===== src/rtl/serial_pkg.sv =====
// rtl/serial_pkg.sv - shared types and helpers for the serial word assembler
package serial_pkg;

  typedef enum logic {
    FILL = 1'b0,
    HOLD = 1'b1
  } asm_state_t;

  function automatic int count_width(input int data_width);
    return $clog2(data_width + 1);
  endfunction

endpackage


===== src/rtl/sipo_shift_reg.sv =====
// rtl/sipo_shift_reg.sv - serial-in parallel-out assembly register
module sipo_shift_reg #(
  parameter int DATA_WIDTH = 32,
  parameter bit MSB_FIRST  = 1'b1
) (
  input  logic                  clk,
  input  logic                  resetn,
  input  logic                  shift_en,
  input  logic                  clear,
  input  logic                  bit_in,
  output logic [DATA_WIDTH-1:0] word,
  output logic [DATA_WIDTH-1:0] word_next
);

  // word_next is exposed so a completing bit can reach the output slot in the same edge
  generate
    if (MSB_FIRST) begin : g_msb_first
      assign word_next = {word[DATA_WIDTH-2:0], bit_in};
    end else begin : g_lsb_first
      assign word_next = {bit_in, word[DATA_WIDTH-1:1]};
    end
  endgenerate

  always_ff @(posedge clk) begin
    if (!resetn || clear) begin
      word <= '0;
    end else if (shift_en) begin
      word <= word_next;
    end
  end

endmodule


===== src/rtl/serial_word_assembler.sv =====
// rtl/serial_word_assembler.sv - assembles a handshaked bit stream into registered words
module serial_word_assembler
  import serial_pkg::*;
#(
  parameter int DATA_WIDTH = 32,
  parameter bit MSB_FIRST  = 1'b1
) (
  input  logic                                clk,
  input  logic                                resetn,
  input  logic                                din,
  input  logic                                din_valid,
  output logic                                din_ready,
  input  logic                                flush,
  output logic [DATA_WIDTH-1:0]               dout,
  output logic                                dout_valid,
  input  logic                                dout_ready,
  output logic [count_width(DATA_WIDTH)-1:0]  bit_count
);

  localparam int CW = count_width(DATA_WIDTH);
  localparam logic [CW-1:0] LAST = CW'(DATA_WIDTH - 1);
  localparam logic [CW-1:0] FULL = CW'(DATA_WIDTH);

  asm_state_t state, state_next;

  logic                  shift_en;
  logic                  asm_clear;
  logic                  complete;
  logic                  slot_free;
  logic                  consume;
  logic [DATA_WIDTH-1:0] asm_word;
  logic [DATA_WIDTH-1:0] asm_word_next;

  always_comb begin
    consume   = dout_valid && dout_ready;
    slot_free = !dout_valid || dout_ready;
    // a bit presented alongside flush is dropped, never counted
    shift_en  = din_valid && din_ready && !flush;
    asm_clear = flush && (state == FILL);
    complete  = shift_en && (bit_count == LAST);
  end

  sipo_shift_reg #(
    .DATA_WIDTH(DATA_WIDTH),
    .MSB_FIRST (MSB_FIRST)
  ) u_sipo (
    .clk      (clk),
    .resetn   (resetn),
    .shift_en (shift_en),
    .clear    (asm_clear),
    .bit_in   (din),
    .word     (asm_word),
    .word_next(asm_word_next)
  );

  always_ff @(posedge clk) begin
    if (!resetn) begin
      state <= FILL;
    end else begin
      state <= state_next;
    end
  end

  always_comb begin
    state_next = state;
    case (state)
      FILL:    if (complete && !slot_free) state_next = HOLD;
      HOLD:    if (consume) state_next = FILL;
      default: state_next = FILL;
    endcase
  end

  always_comb begin
    din_ready = (state == FILL);
  end

  always_ff @(posedge clk) begin
    if (!resetn) begin
      bit_count  <= '0;
      dout       <= '0;
      dout_valid <= 1'b0;
    end else begin
      case (state)
        FILL: begin
          if (asm_clear) begin
            bit_count <= '0;
          end else if (shift_en) begin
            if (complete) begin
              bit_count <= slot_free ? '0 : FULL;
            end else begin
              bit_count <= bit_count + 1'b1;
            end
          end
        end
        HOLD: begin
          if (consume) bit_count <= '0;
        end
        default: bit_count <= '0;
      endcase

      // in HOLD the completed word is parked in the assembly register
      if ((state == FILL) && complete && slot_free) begin
        dout       <= asm_word_next;
        dout_valid <= 1'b1;
      end else if ((state == HOLD) && consume) begin
        dout       <= asm_word;
        dout_valid <= 1'b1;
      end else if (consume) begin
        dout_valid <= 1'b0;
      end
    end
  end

endmodule


===== config.mk =====
export PLATFORM = sky130hd
export DESIGN_NAME = serial_word_assembler
export DESIGN_NICKNAME = d
export VERILOG_FILES = /design/src/rtl/serial_pkg.sv /design/src/rtl/sipo_shift_reg.sv /design/src/rtl/serial_word_assembler.sv
export SDC_FILE = /design/constraint.sdc
export NUM_CORES = 1
export LEC_CHECK = 0
export BUFFER_PORTS_ARGS = -buffer_cell sky130_fd_sc_hd__clkbuf_2
export CORE_MARGIN = 1.5
export CORE_UTILIZATION = 55
export CTS_BUF_LIST = sky130_fd_sc_hd__clkbuf_4 sky130_fd_sc_hd__clkbuf_8 sky130_fd_sc_hd__clkbuf_16
export DETAILED_ROUTE_END_ITERATION = 10
export PLACE_DENSITY = 0.73
export SYNTH_ARGS = -nofsm -noshare
export SYNTH_HDL_FRONTEND = slang
export SYNTH_SLANG_ARGS = --single-unit
export TNS_END_PERCENT = 5

===== constraint.sdc =====
create_clock -name clk -period 1.79 [get_ports clk]
set_input_delay 0.2685 -clock clk [delete_from_list [all_inputs] [get_ports clk]]
set_output_delay 0.2685 -clock clk [all_outputs]
set_load 0.02 [all_outputs]

==> reports/qor.csv, run 1 <==
stage,metric,value,unit
synth,synth_area,3050,um2
drt,via_per_inst,5.49,
placement,place.port_buffers,45,
worst_setup_path,reg2regPathDepth,3,
drt,first_pass_iters,4,
clocking,clockBufferDepth,2,
worst_setup_path,crit_path_end_kind,register,
synth,synthArstFlopShare,0,%
min_path,min_delay_path_depth,3,
worst_setup_path,cp_max_fo,32,
sta,fin_tns_setup,0,ps
min_path,worstHoldStart,din,
worst_setup_path,crit_end,u_sipo.word[22]$_SDFFE_PP0P_,
drt,drc,0,
sta,hold_violations,0,
worst_setup_path,worstSetupStartpointType,register,
grt,grt_overflow,0,
synth,netlist.area_leader.share,47.3,%
power_and_ir_drop,p_per_area,865,nW/um2
min_path,hp-class,primary input to register,
layout,drive_gt1_share,25.5,%
worst_setup_path,path_cells,inv_1 > a21o_1 > a21oi_1,
synth,ys_ff_latch,72,
clocking,cts.sink_count,72,
clocking,ctsHoldBuffers,0,
drt,drt_wl_total,6.19,mm
floorplanning,die_h,77.5,um
synth,yosysWarnings,0,
layout,layout_commonest_cell,dfxtp_1,
worst_setup_path,cp_top_family,compound AO/OA/AOI/OAI gates,
synth,yosysUniqueCellTypes,32,
clocking,cts-root-buf,clkbuf_8,
floorplanning,dieArea,6000,um2
worst_setup_path,slowest_delay,800,ps
worst_setup_path,slowest_stage,a21o_1,
clocking,worstSkewPairLatency,350,ps
worst_setup_path,path_depth,3,
grt,grt_pass1_wl,10.4,mm
worst_setup_path,r2r_setup_slack,140,ps
clocking,cts_setup_buffers,0,
worst_setup_path,arrival,1820,ps
grt,grt_max_degree,38,
placement,finalWeightedCongestion,0.826,
worst_setup_path,required,1960,ps
power_and_ir_drop,ir_drop,0.557,mV
drt,drt_iter0_drc,163,
clocking,cts.clk_slew.worst_paths,80,ps
layout,utilization,68.1,%
sta,whs,154,ps
synth,syn_nets,345,
synth,synth_seq_area_share,47.3,%
sta,clock_skew,9.34,ps
power_and_ir_drop,p_total,3090,uW
clocking,cts_resized,0,
sta,maxSlewHeadroom,31.7,%
floorplanning,rows,26,
sta,slew_viol_final,0,
grt,grt_pass1_vias,2258,
sta,max_freq,0.607,GHz
synth,yosys.area.top_type,dfxtp_1,
clocking,htreeDepth,3,
worst_setup_path,crit_start,state$_SDFF_PN0_,
layout,areaGrowthSynthToFinish,17.0,%
layout,final_cell_mix,"dfxtp_1, nand2_1, clkbuf_2",
synth,synth_edf_count,0,
drt,routed-via-count,2492,
power_and_ir_drop,leakage,0.00158,uW
drt,wl_per_cell,13.6,um
sta,finalSetupViolations,0,
layout,layout.nets,387,
sta,rsz0062_at_grt,no,
worst_setup_path,path_class,register to register,
worst_setup_path,crit_buf_inv,1,
worst_setup_path,r2r_end,u_sipo.word[22]$_SDFFE_PP0P_,
sta,period_needed,1650,ps
floorplanning,core-area,5240,um2
sta,worst_pin_slew,1020,ps
floorplanning,die_x,77.5,um
clocking,cts_tree,built,
floorplanning,start_util,58.2,%
floorplanning,io_pins,46,
synth,synth_flop_cell,dfxtp_1,
outcome,outcome,finished clean,
grt,gr-usage-all-layers,21.8,%
synth,synth.top_cells.by_area,"dfxtp_1, mux2i_1, a211oi_2, nand2_1, a21oi_1",
synth,postSynthCellCount,338,
run,max_cap_violations,0,
sta,finalCritPeriodShare,92.0,%
clocking,cts_buffers,9,
placement,hpwl,3.91,mm
synth,avgSynthCellArea,9.02,um2
grt,antenna_found_initial,0,
layout,antennaDiodeCount,0,
worst_setup_path,r2r-start,state$_SDFF_PN0_,
drt,ant_nets,0,
[power breakdown]
group          switching (uW)  internal, uW
clock                     584           804
combinational            72.1          21.8
sequential               2.90          1600
total                     659          2430
[state kept, by name, indices dropped and copies added, names as in the netlist]
signal,cells
dout,32
dout_valid,1
u_sipo.word,32
state,1
bit_count,6
[worst min-delay path by stage]
stage	endpoint	slack (ps)
after global routing	u_sipo.word[0]$_SDFFE_PP0P_	140
after CTS	u_sipo.word[0]$_SDFFE_PP0P_	150
after global placement	u_sipo.word[31]$_SDFFE_PP0P_	440
after floorplan	state$_SDFF_PN0_	380
final	u_sipo.word[0]$_SDFFE_PP0P_	150
after detailed placement	u_sipo.word[31]$_SDFFE_PP0P_	460
[synthesized netlist by cell type, types with 2 or more instances]
cell	count
a211oi_1	11
dfxtp_1	72
nand2_1	69
a31oi_1	2
o21ai_0	4
inv_1	3
nand3_1	3
mux2i_1	32
clkbuf_1	15
buf_2	8
nand4_1	2
a21oi_1	37
a22oi_1	3
a211oi_2	21
nor2_1	39
[metal layers]
layer	global-route usage [%]	vias up	wire, um
li1	-	1252	-
met3	5.29	12	221
met5	0	-	0
met1	27.6	1181	2950
met4	8.91	0	100
met2	35.4	47	2910
[cells by family after synthesis]
kind of cell / Yosys count / synth area share, %
AO/OA/AOI/OAI: 81 / 20.0
flip-flops: 72 / 47.3
AND/OR/NAND/NOR: 124 / 17.8
adder cells (fa/ha/maj): 1 / 0.410
buffers and inverters: 28 / 4.02
multiplexers: 32 / 10.5
[worst min-delay path: stages]
cell	delay, ps
clkbuf_2	90
nand2_1	50
a21oi_1	50
[area by class of cell]
class	count	area, um2
Fill cell	430	1670
Multi-Input combinational cell	238	1490
Sequential cell	72	1440
Timing Repair Buffer	56	333
Clock buffer	11	139
Tap cell	70	87.6
Clock inverter	4	70.1
Inverter	3	11.3
[through the flow]
| step | std cells | area (um2) | worst slack, ps |
|---|---|---|---|
| CTS | 454 | 3570 | 126 |
| global placement | 439 | 3360 | 232 |
| floorplan | 338 | 3050 | 162 |
| detailed placement | 439 | 3360 | 211 |
| global route | 454 | 3570 | 5.19 |
| finish | 454 | 3570 | 143 |
Power figures use the tool's default switching activity.
==> inputs of run 2 (changes only) <==
CAP_MARGIN = 5   (was default)
PLACE_DENSITY = 0.8   (was 0.73)
==> run 2 against run 1 <==
Compared with the run above: first-iteration DRC count shrank 14%; non-clock buffer count shrank 1; die area unchanged; critical path type unchanged; critical endpoint is now u_sipo.word[24]$_SDFFE_PP0P_; largest cell class unchanged.
==> reports/qor.csv, run 2 (synthesized netlist as in run 1, its figures left out) <==
stage,metric,value,unit
outcome,outcome,finished clean,
drt,dr_wl_met3,257,um
power_and_ir_drop,ir_drop,0.542,mV
drt,top_layer,met4,
power_and_ir_drop,leakage,0.00156,uW
power_and_ir_drop,p_per_area,807,nW/um2
floorplanning,die_x,77.5,um
clocking,cts.clk_slew.worst_paths,70,ps
layout,top_regs,"dout (32), u_sipo.word (32), bit_count (6)",
layout,antennaDiodeCount,0,
worst_setup_path,cp_max_fo,23,
drt,wl_per_cell,13.3,um
sta,finalCritPeriodShare,91.5,%
worst_setup_path,crit_buf_inv,1,
sta,maxSlewHeadroom,34.9,%
floorplanning,dieArea,6000,um2
layout,drive_gt1_share,25.5,%
grt,grt_max_degree,38,
worst_setup_path,crit_end,u_sipo.word[24]$_SDFFE_PP0P_,
sta,fin_tns_setup,0,ps
placement,place.port_buffers,45,
layout,fin_area,3520,um2
grt,grt_pass1_wl,10.4,mm
drt,wl_met1,3.01,mm
clocking,cts_setup_buffers,0,
drt,via_per_inst,5.38,
floorplanning,io_pins,46,
grt,grt_pass1_vias,2241,
worst_setup_path,crit_start,state$_SDFF_PN0_,
floorplanning,start_util,58.2,%
floorplanning,core-area,5240,um2
drt,drt_wl_total,6.02,mm
worst_setup_path,reg2regPathDepth,4,
worst_setup_path,r2r_setup_slack,150,ps
placement,dp_cells,438,
drt,drc,0,
sta,max_freq,0.610,GHz
clocking,cts.sink_count,72,
sta,period_needed,1640,ps
worst_setup_path,path_class,register to register,
worst_setup_path,arrival,1820,ps
min_path,hp-class,primary input to register,
grt,gr-usage-all-layers,21.5,%
worst_setup_path,cp_top_family,simple AND/OR/NAND/NOR gates,
worst_setup_path,worstSetupStartpointType,register,
clocking,clockBufferDepth,2,
worst_setup_path,required,1980,ps
layout,layout_commonest_cell,dfxtp_1,
sta,hold_violations,0,
grt,antenna_found_initial,0,
worst_setup_path,crit_path_end_kind,register,
run,max_cap_violations,0,
drt,routed-via-count,2444,
drt,drt_iter0_drc,140,
floorplanning,rows,26,
sta,finalSetupViolations,0,
worst_setup_path,path_cells,or3b_2 > buf_4 > nand2_1 > a21oi_1,
clocking,htreeDepth,3,
layout,layout.nets,386,
sta,slew_viol_final,0,
sta,worst_pin_slew,976,ps
clocking,cts_resized,0,
placement,hpwl,3.92,mm
worst_setup_path,slowest_delay,650,ps
clocking,ctsHoldBuffers,0,
sta,clock_skew,8.47,ps
power_and_ir_drop,p_total,2840,uW
grt,grt_overflow,0,
worst_setup_path,path_depth,4,
worst_setup_path,r2r_end,u_sipo.word[24]$_SDFFE_PP0P_,
layout,final_cell_mix,"dfxtp_1, nand2_1, clkbuf_2",
clocking,cts_tree,built,
placement,finalWeightedCongestion,0.870,
sta,rsz0062_at_grt,no,
drt,first_pass_iters,4,
clocking,worstSkewPairLatency,340,ps
layout,layout.cells.non_filler,454,
worst_setup_path,r2r-start,state$_SDFF_PN0_,
worst_setup_path,slowest_stage,or3b_2,
drt,route.met2.wl,2.69,mm
drt,ant_nets,0,
placement,dpl_cell_area,3350,um2
clocking,cts_buffers,9,
clocking,cts-root-buf,clkbuf_8,
floorplanning,die_h,77.5,um
layout,areaGrowthSynthToFinish,15.5,%
==> run 2: per-layer routing <==
layer | global-route usage (%) | vias to the layer above
li1 | - | 1250
met1 | 29.0 | 1140
met2 | 32.7 | 47
met3 | 6.59 | 7
met4 | 7.27 | 0
met5 | 0 | -
==> run 2: power by group <==
part | leakage (uW) | internal [uW] | switching, uW
combinational | 0.000890 | 20.3 | 70.4
sequential | 0.000580 | 1600 | 2.91
clock | 0.0000951 | 564 | 583
==> run 2: worst min-delay path by stage <==
stage                                             from                            to  slack, ps  depth (start not counted)
after global routing                               din   u_sipo.word[0]$_SDFFE_PP0P_        150                          3
final                                              din   u_sipo.word[0]$_SDFFE_PP0P_        160                          3
after CTS                                          din   u_sipo.word[0]$_SDFFE_PP0P_        150                          3
after floorplan                                 resetn              state$_SDFF_PN0_        380                          2
after global placement    u_sipo.word[31]$_SDFFE_PP0P_  u_sipo.word[31]$_SDFFE_PP0P_        440                          2
after detailed placement  u_sipo.word[31]$_SDFFE_PP0P_  u_sipo.word[31]$_SDFFE_PP0P_        450                          2
==> run 2: worst reg2reg max path: stages (launching register included) <==
cell and delay, ps:
dfxtp_1 400, or3b_2 650, buf_4 270, nand2_1 100
a21oi_1 60
==> run 2: final cells by class <==
| cell class | count | area (um2) |
|---|---|---|
| inverters | 3 | 11.3 |
| repair buffers | 55 | 325 |
| clock inverters | 3 | 18.8 |
| multi-input cells | 238 | 1490 |
| fillers | 433 | 1710 |
| clock buffers | 13 | 154 |
| well taps | 70 | 87.6 |
| flip-flops and latches | 72 | 1440 |
==> run 2: through the flow <==
step           worst slack, ps  util (%)  hold slack [ps]
2_1_floorplan              162         -              385
3_3_place_gp               203      64.0              441
3_5_place_dp               164      64.0              449
4_1_cts                    167      67.3              152
5_1_grt                   64.2      67.3              148
6_report                   152      67.3              162
==> inputs of run 3 (changes only) <==
CORE_UTILIZATION = 45   (was 55)
PLACE_DENSITY = 0.68   (was 0.8)
==> run 3 against run 2 <==
Compared with the run above: the flow now finishes with violations (design-rule violations); wire length rose by 0.42%; utilization fell by 12 points; hold slack improved by 13 ps; global-route usage fell by 3.8 points; critical path type unchanged; critical endpoint is now bit_count[0]$_SDFFE_PN0P_.
==> reports/qor.csv, run 3 (synthesized netlist as in run 1, its figures left out) <==
stage,metric,value,unit
drt,top_layer,met4,
sta,max_freq,0.656,GHz
drt,ant_nets,0,
layout,antennaDiodeCount,0,
floorplanning,start_util,47.2,%
drt,route.met2.wl,2.73,mm
floorplanning,io_pins,46,
power_and_ir_drop,ir_drop,0.406,mV
floorplanning,die_h,85.3,um
sta,fin_tns_setup,0,ps
worst_setup_path,cp_top_family,simple AND/OR/NAND/NOR gates,
clocking,worstSkewPairLatency,350,ps
layout,layout_commonest_cell,dfxtp_1,
placement,finalWeightedCongestion,0.846,
layout,final_cell_mix,"dfxtp_1, nand2_1, clkbuf_2",
sta,maxSlewHeadroom,73.9,%
layout,fin_area,3590,um2
power_and_ir_drop,leakage,0.00159,uW
clocking,cts.clk_slew.worst_paths,70,ps
drt,routed-via-count,2429,
grt,grt_pass1_vias,2206,
sta,period_needed,1520,ps
sta,slew_viol_final,0,
sta,finalCritPeriodShare,85.1,%
drt,via_per_inst,5.28,
layout,layout.nets,386,
outcome,outcome,"complete, but fails checks",
layout,top_regs,"dout (32), u_sipo.word (32), bit_count (6)",
layout,utilization,55.6,%
clocking,cts_setup_buffers,0,
clocking,cts_resized,0,
layout,areaGrowthSynthToFinish,17.8,%
placement,place.port_buffers,45,
drt,drt_wl_total,6.05,mm
grt,grt_overflow,0,
clocking,clockBufferDepth,2,
drt,drc,3,
floorplanning,rows,29,
drt,dr_wl_met3,313,um
worst_setup_path,cpMostUsedCell,nor2_1,
drt,first_pass_iters,7,
clocking,ctsHoldBuffers,0,
sta,rsz0062_at_grt,no,
run,max_cap_violations,0,
clocking,cts_buffers,9,
layout,filler_cell_count,597,
sta,worst_pin_slew,391,ps
drt,wl_met1,2.90,mm
clocking,htreeDepth,3,
layout,drive_gt1_share,25.3,%
worst_setup_path,cp_max_fo,21,
sta,finalSetupViolations,0,
floorplanning,dieArea,7280,um2
worst_setup_path,path_class,register to register,
worst_setup_path,crit_path_end_kind,register,
worst_setup_path,crit_buf_inv,1,
min_path,hp-class,primary input to register,
drt,wl_per_cell,13.1,um
placement,hpwl,3.88,mm
worst_setup_path,arrival,1810,ps
min_path,min_delay_path_depth,3,
worst_setup_path,slowest_delay,560,ps
drt,drt_iter0_drc,132,
clocking,cts-root-buf,clkbuf_8,
outcome,violations,design-rule violations,
worst_setup_path,reg2regPathDepth,5,
worst_setup_path,worstSetupStartpointType,register,
grt,grt_max_degree,65,
placement,dpl_cell_area,3360,um2
worst_setup_path,path_depth,5,
worst_setup_path,required,2080,ps
worst_setup_path,path_cells,or3b_2 > buf_4 > nor2_1 > a22oi_1 > nor2_1,
grt,gr-usage-all-layers,17.7,%
clocking,cts.sink_count,72,
sta,hold_violations,0,
floorplanning,core-area,6460,um2
power_and_ir_drop,p_per_area,894,nW/um2
sta,clock_skew,4.76,ps
floorplanning,die_x,85.3,um
worst_setup_path,slowest_stage,or3b_2,
grt,grt_pass1_wl,10.2,mm
clocking,cts_tree,built,
grt,antenna_found_initial,0,
worst_setup_path,r2r_setup_slack,270,ps
==> run 3: layer usage <==
metal / track usage (%) / up-vias
met5: 0 / -
met2: 26.7 / 50
met4: 6.74 / 0
met3: 5.84 / 11
li1: - / 1253
met1: 23.6 / 1115
==> run 3: area by class of cell <==
cell class	instances	area [um2]	area share, %
multi-input cells	238	1490	41.4
inverters	3	11.3	0.313
repair buffers	55	325	9.05
well taps	77	96.3	2.68
flip-flops and latches	72	1440	40.1
clock inverters	6	109	3.03
clock buffers	9	124	3.45
==> run 3: worst reg2reg max path, stage by stage (launching register included) <==
cell and delay [ps]:
dfxtp_1 400, or3b_2 560, buf_4 240, nor2_1 110
a22oi_1 70, nor2_1 90
==> run 3: worst paths after layout <==
check	startpoint	endpoint
worst max-delay path	state$_SDFF_PN0_	bit_count[0]$_SDFFE_PN0P_
worst max register to register	state$_SDFF_PN0_	bit_count[0]$_SDFFE_PN0P_
worst min-delay path	din	u_sipo.word[0]$_SDFFE_PP0P_
worst min register to register	u_sipo.word[31]$_SDFFE_PP0P_	u_sipo.word[31]$_SDFFE_PP0P_
==> run 3: through the flow <==
| stage | cells | hold WS (ps) | power, uW | worst slack, ps |
|---|---|---|---|---|
| floorplan | 338 | 385 | 1710 | 162 |
| global placement | 445 | 450 | 1740 | 316 |
| detailed placement | 445 | 467 | 1740 | 277 |
| CTS | 460 | 166 | 3240 | 262 |
| global route | 460 | 182 | 3320 | 144 |
| finish | 460 | 175 | 3210 | 266 |
==> run 3: power breakdown <==
part           total, uW  internal (uW)  leakage (uW)  switching, uW
Combinational       99.2           26.1      0.000890           73.1
Sequential          1610           1600      0.000580           2.82
Clock               1510            915      0.000119            592
